### config.mk
export PLATFORM = sky130hd
export DESIGN_NAME = fifo_threshold_monitor
export DESIGN_NICKNAME = d
export VERILOG_FILES = /design/src/rtl/fifo_threshold_monitor.sv
export SDC_FILE = /design/constraint.sdc
export NUM_CORES = 1
export LEC_CHECK = 0
export ABC_AREA = 1
export ABC_CLOCK_PERIOD_IN_PS = 1570
export CORE_UTILIZATION = 51
export DETAILED_ROUTE_END_ITERATION = 6
export PLACE_DENSITY = 0.79
export SLEW_MARGIN = 15
export SYNTH_ARGS = -nofsm -noshare
export SYNTH_HDL_FRONTEND = slang
export SYNTH_SLANG_ARGS = --single-unit
### constraint.sdc
create_clock -name CLK -period 1.57 [get_ports CLK]
set_input_delay 0.314 -clock CLK [delete_from_list [all_inputs] [get_ports CLK]]
set_output_delay 0.314 -clock CLK [all_outputs]
set_load 0.01 [all_outputs]
### src/rtl/fifo_threshold_monitor.sv
// Watermark monitor with hysteresis and hold time for the virtual-channel FIFOs.
// Ports: CLK, reset (sync, active-low), set_init, thr_high_in, thr_low_in,
//   occ (packed, CNT_W per FIFO); pause_fifos/continue_fifos strobes,
//   paused level and sticky cfg_err out.
module fifo_threshold_monitor #(
    parameter int NUM_FIFOS = 4,
    parameter int DEPTH     = 8,
    parameter int CNT_W     = 4,
    parameter int HOLD_CYC  = 2
) (
    input  logic                       CLK,
    input  logic                       reset,
    input  logic                       set_init,
    input  logic [CNT_W-1:0]           thr_high_in,
    input  logic [CNT_W-1:0]           thr_low_in,
    input  logic [NUM_FIFOS*CNT_W-1:0] occ,
    output logic [NUM_FIFOS-1:0]       pause_fifos,
    output logic [NUM_FIFOS-1:0]       continue_fifos,
    output logic [NUM_FIFOS-1:0]       paused,
    output logic                       cfg_err
);

    localparam int HW = $clog2(HOLD_CYC + 1);

    logic [CNT_W-1:0]     thr_high;
    logic [CNT_W-1:0]     thr_low;
    logic [HW-1:0]        hold     [NUM_FIFOS];
    logic [HW-1:0]        nxt_hold [NUM_FIFOS];
    logic [CNT_W-1:0]     occ_ch   [NUM_FIFOS];
    logic [NUM_FIFOS-1:0] nxt_paused;
    logic [NUM_FIFOS-1:0] nxt_pause;
    logic [NUM_FIFOS-1:0] nxt_cont;
    logic                 cfg_ok;

    assign cfg_ok = (thr_low_in < thr_high_in) &&
                    (thr_high_in <= CNT_W'(DEPTH));

    always_comb begin
        for (int i = 0; i < NUM_FIFOS; i++) begin
            occ_ch[i] = occ[i*CNT_W +: CNT_W];
        end
    end

    // Per-channel next state; a transition is only allowed once the
    // hold counter has drained, which enforces the minimum dwell time.
    always_comb begin
        nxt_paused = paused;
        nxt_pause  = '0;
        nxt_cont   = '0;
        for (int i = 0; i < NUM_FIFOS; i++) begin
            nxt_hold[i] = (hold[i] != '0) ? hold[i] - HW'(1) : '0;
            if (hold[i] == '0) begin
                if (!paused[i] && occ_ch[i] >= thr_high) begin
                    nxt_paused[i] = 1'b1;
                    nxt_pause[i]  = 1'b1;
                    nxt_hold[i]   = HW'(HOLD_CYC);
                end else if (paused[i] && occ_ch[i] <= thr_low) begin
                    nxt_paused[i] = 1'b0;
                    nxt_cont[i]   = 1'b1;
                    nxt_hold[i]   = HW'(HOLD_CYC);
                end
            end
        end
    end

    always_ff @(posedge CLK) begin
        if (!reset) begin
            thr_high       <= CNT_W'(DEPTH - 2);
            thr_low        <= CNT_W'(2);
            cfg_err        <= 1'b0;
            paused         <= '0;
            pause_fifos    <= '0;
            continue_fifos <= '0;
            for (int i = 0; i < NUM_FIFOS; i++) begin
                hold[i] <= '0;
            end
        end else if (set_init) begin
            if (cfg_ok) begin
                thr_high <= thr_high_in;
                thr_low  <= thr_low_in;
                cfg_err  <= 1'b0;
            end else begin
                cfg_err  <= 1'b1;
            end
            // Channels are silently returned to RUN; no continue strobe.
            paused         <= '0;
            pause_fifos    <= '0;
            continue_fifos <= '0;
            for (int i = 0; i < NUM_FIFOS; i++) begin
                hold[i] <= '0;
            end
        end else begin
            paused         <= nxt_paused;
            pause_fifos    <= nxt_pause;
            continue_fifos <= nxt_cont;
            for (int i = 0; i < NUM_FIFOS; i++) begin
                hold[i] <= nxt_hold[i];
            end
        end
    end

endmodule

---- After elaboration in Yosys (flattened, before gate mapping) ----
Memories as Yosys holds them, arrays and structs flattened.
Index checks and enable logic that the tools add are counted.
W data, S select, Z words.
storage, ports and cells
  output and inout bits ................... 13
  ROM bits ................................ 0
  bits in latches ......................... 0
  memories kept ........................... 1
  flip-flop bits (word level) ............. 21
  bits in writable memories ............... 8
operators by class
  add/subtract/negate cells ............... 4
  $mul .................................... 0
  mux-type cells .......................... 48
  reduce and logical (&&, ||, !) cells .... 39
  bitwise logic cells ..................... 13
  equality and inequality tests ........... 0
  magnitude comparators ................... 10
  div/mod/pow operators ................... 0
  shift operators ......................... 0
memories
  memory  words  bits a word  read ports  clocked after memory_dff  write ports  RTL line  RTL
  hold    4      2            4           0                         4            27        logic [HW-1:0] hold [NUM_FIFOS];
operator list
  kind                   count
  $mux W2                24
  $mux W1                24
  $ge A4 B4 Y1           4
  $le A4 B4 Y1           4
  $reduce_bool A2 Y1     8
  $reduce_or A4 Y1       4
  $reduce_or A3 Y1       4
  $reduce_and A2 Y1      5
  $logic_and A1 B1 Y1    9
  $logic_not A2 Y1       4
  $or A1 B1 Y1           8
  $sub A2 B1 Y2 const B  4
  $not A1 Y1             5
  $le A4 B4 Y1 const B   1
  $logic_not A1 Y1       4
  $lt A4 B4 Y1           1
  $reduce_or A2 Y1       1

---- Longest topological paths before layout ----
  depth in word-level cells ............... 6
  gate-level depth with buffers ........... 11

---- Worst setup path after synthesis ----
Ideal clock, no wire load.
  path type ............................... register to register
  from .................................... reg thr_low[1]
  to ...................................... mem hold[0][1] in the netlist's numbering, data pin
  arrival ................................. 1,145 ps
  stages on the path, launching flop included .. 12
  clock period less this slack ............ 1,400 ps
  path buffers ............................ 0
  setup time .............................. 255 ps
  setup slack ............................. 170 ps
  data required time ...................... 1,315 ps
  path through ............................ dfxtp_1 inv_1 ha_1 inv_1 o21bai_1 nand2_1 nand2_1 nand2_1 nand2_1 nand2_1 nand2_1 nand2_1
RTL lines
  element                 RTL line  RTL
  start, declared         26        logic [CNT_W-1:0] thr_low;
  start signal, assigned  80        thr_low <= thr_low_in;
  end, declared           27

==> results.cfg <==
[setup_path]
slowest_stage = clkdlybuf4s50_1
path_cells = clkdlybuf4s50_1 -> ha_1 -> nand2_1 -> inv_1 -> nand2_1 -> nand2_1 -> nand2_1 -> nand2_1 -> nand2_1 -> nand2_1 -> nand2_1
reg2reg_from = thr_low[1]
crit_path_end = hold[3][1]
critical_path_class = primary input to register
timing.critical_path.from = occ[14]
crit_path_end_kind = register
required_ns = 1.61
r2r_end = hold[3][1]
cp.depth = 11
r2r_setup_slack_ns = 0.04
critPathArrivalTime_ns = 1.57
critPathBufInv = 2
r2r_cells = 11
critical-path-top-delay-family = buffers and inverters
cpMostUsedCell = nand2_1
slowest_delay_ns = 0.45
critical_path.max_fanout = 2
startpoint_type = primary input

[logic_synthesis]
synthCells = 271
yosysTopAreaCellShare_pct = 23.3
ys_seq_area_share_pct = 32.4
ys_ff_latch = 29
synth_area_leaders = dfxtp_1 23%, ha_1 22%, nand2_1 15%, inv_1 9.5%, edfxtp_1 9.1%
netlist.top_cell.by_area = dfxtp_1
yosys_warnings = 0
avgSynthCellArea_um2 = 7.29
netlist_area_mm2 = 0.00198
yosysUniqueCellTypes = 19

[final_layout]
final_net_count = 403
area.growth.synth_to_final_pct = 43.3
fin_util_pct = 76.8
fillCellCount = 303
final_layout_size_suffix_gt1_share_pct = 18.4
multiInputGateArea_mm2 = 0.00127
final_area_mm2 = 0.00283
instances_no_fill = 390
final_common_cell = nand2_1
register_area_um2 = 642
layout_common_cells = 76 x nand2_1, 41 x inv_1, 30 x nor2_1, 29 x ha_1, 22 x dfxtp_1
antennaDiodeCount = 0

[sta]
setup_tns_ns = 0
fmaxAchievable_mhz = 653
fin_crit_ns = 1.53
fin_worst_hold_slack_ns = 0.344
finalHoldViolations = 0
fin_crit_sh_pct = 97.6
clock_skew_ns = 0.00234
setup_viol = 0
maxSlewViolCount = 0
rsz0062_at_grt = true
fin_ws_ns = 0.0380

[drt]
first_pass_iters = 4
wl_mm = 4.41
via_count = 1869
drtIter0Drc = 76
via_per_inst = 4.79
antenna_left = 0
wire_per_inst_um = 11.3
drc = 0

[floorplan]
pin_count = 40
dieArea_mm2 = 0.00413
die_h_um = 64.3
num_rows = 22
start_util_pct = 53.6
core_mm2 = 0.00369
die_w_um = 64.3

[clocking]
cts_hold_buf = 0
numCtsBuffers = 5
post-cts-setup-buffer-count = 0
clockRootBuffer = clkbuf_8
h-tree-depth = 2
cts_tree = built
clk_path_buf_depth = 2
clk_latency_ns = 0.28
path_clk_slew_ns = 0.06
cts_sinks = 29

[grt]
antenna_found_initial = 0
grt-ovfl-total = 0
grt_max_degree = 13
grt_pass1_wl_mm = 7.22
grt_pass1_vias = 1730
grtUsageTotal_pct = 22.8

[power_and_ir_drop]
report.power.total_mw = 2.00
power_density_mw_per_mm2 = 707
p_leak_nw = 1.64
ir_worst_vdd_mv = 0.558

[run]
max_cap_violations = 0

[outcome]
status = complete, no violations

[placed_design]
gp_congestion = 0.751
place_inst = 381
pre_cts_slack_ns = -0.394
dp_hpwl_mm = 3.31
placed_cell_area_mm2 = 0.00258
port-buffer-count = 39

[hold_path]
hp-class = primary input to register
## Yosys cell counts
library cell / count
buf_6: 1
clkbuf_8: 1
o21bai_1: 4
a21oi_1: 12
buf_4: 1
ha_1: 35
nor2_1: 31
nand2_2: 5
edfxtp_1: 6
inv_1: 50
nand3_1: 14
conb_1: 1
o211ai_1: 1
dfxtp_1: 23
nand2_1: 79
nor3b_2: 1
o21ai_0: 4
nand4_4: 1
a21oi_2: 1
## cell families (layout without fill, tap and decap cells)
group           Yosys count  after routing  synth area share, %
compound gates           22             22                 6.39
flops                    29             29                 32.4
fa+ha+maj                35             35                 22.2
simple gates            131            132                 27.7
other cells               1              6                0.190
buf+inv                  53            118                 11.1
## worst min-delay path by stage
stage,start,to,slack [ns],cells after the start
after CTS,hold[2][0],hold[2][0],0.45,1
after floorplan,hold[2][0],hold[2][0],0.41,1
after detailed placement,hold[2][0],hold[2][0],0.44,1
after global placement,hold[2][0],hold[2][0],0.42,1
final,thr_high_in[2],thr_high[2],0.34,3
after global routing,thr_high_in[2],thr_high[2],0.37,3
## state kept, by name, indices dropped and copies added (netlist names)
name,cells
thr_high,4
continue_fifos,4
pause_fifos,4
hold,8
thr_low,4
paused,4
cfg_err,1
## power breakdown
group | total (mW) | leakage (nW) | internal [mW] | switching, mW
clock | 0.585 | 0.0450 | 0.306 | 0.278
combinational | 0.584 | 1.34 | 0.277 | 0.306
sequential | 0.835 | 0.249 | 0.805 | 0.0300
total | 2.00 | 1.64 | 1.39 | 0.615
## worst register-to-register path, cell delays in order (launching register included)
cell and delay [ns]:
dfxtp_2 0.35, inv_4 0.06, ha_1 0.29, inv_1 0.04, o21bai_1 0.13, nand2_1 0.07, nand2_1 0.06, nand2_1 0.06
nand2_1 0.08, nand2_1 0.05, nand2_1 0.05, nand2_1 0.05
## final cells by class
| type | instances | share of cell area (%) |
|---|---|---|
| Tap cell | 48 | 2.12 |
| Multi-Input combinational cell | 195 | 44.7 |
| Clock buffer | 6 | 2.56 |
| Timing Repair Buffer | 60 | 20.9 |
| Clock inverter | 2 | 0.353 |
| Inverter | 50 | 6.71 |
| Sequential cell | 29 | 22.7 |
## layer usage
metal	track usage (%)	part of all wire, %	vias up
li1	-	-	986
met2	42.8	52	37
met5	0	0	-
met4	5.00	0.77	0
met3	5.00	3.6	4
met1	25.9	44	842
## repair_timing
| action | in CTS | in global routing |
|---|---|---|
| setup endpoints to repair | 18 | 20 |
| gates resized for setup | 17 | 37 |
| gates cloned | 1 | 0 |
| pin swaps | 13 | 16 |
No activity file was read; power rests on OpenSTA's default activity.
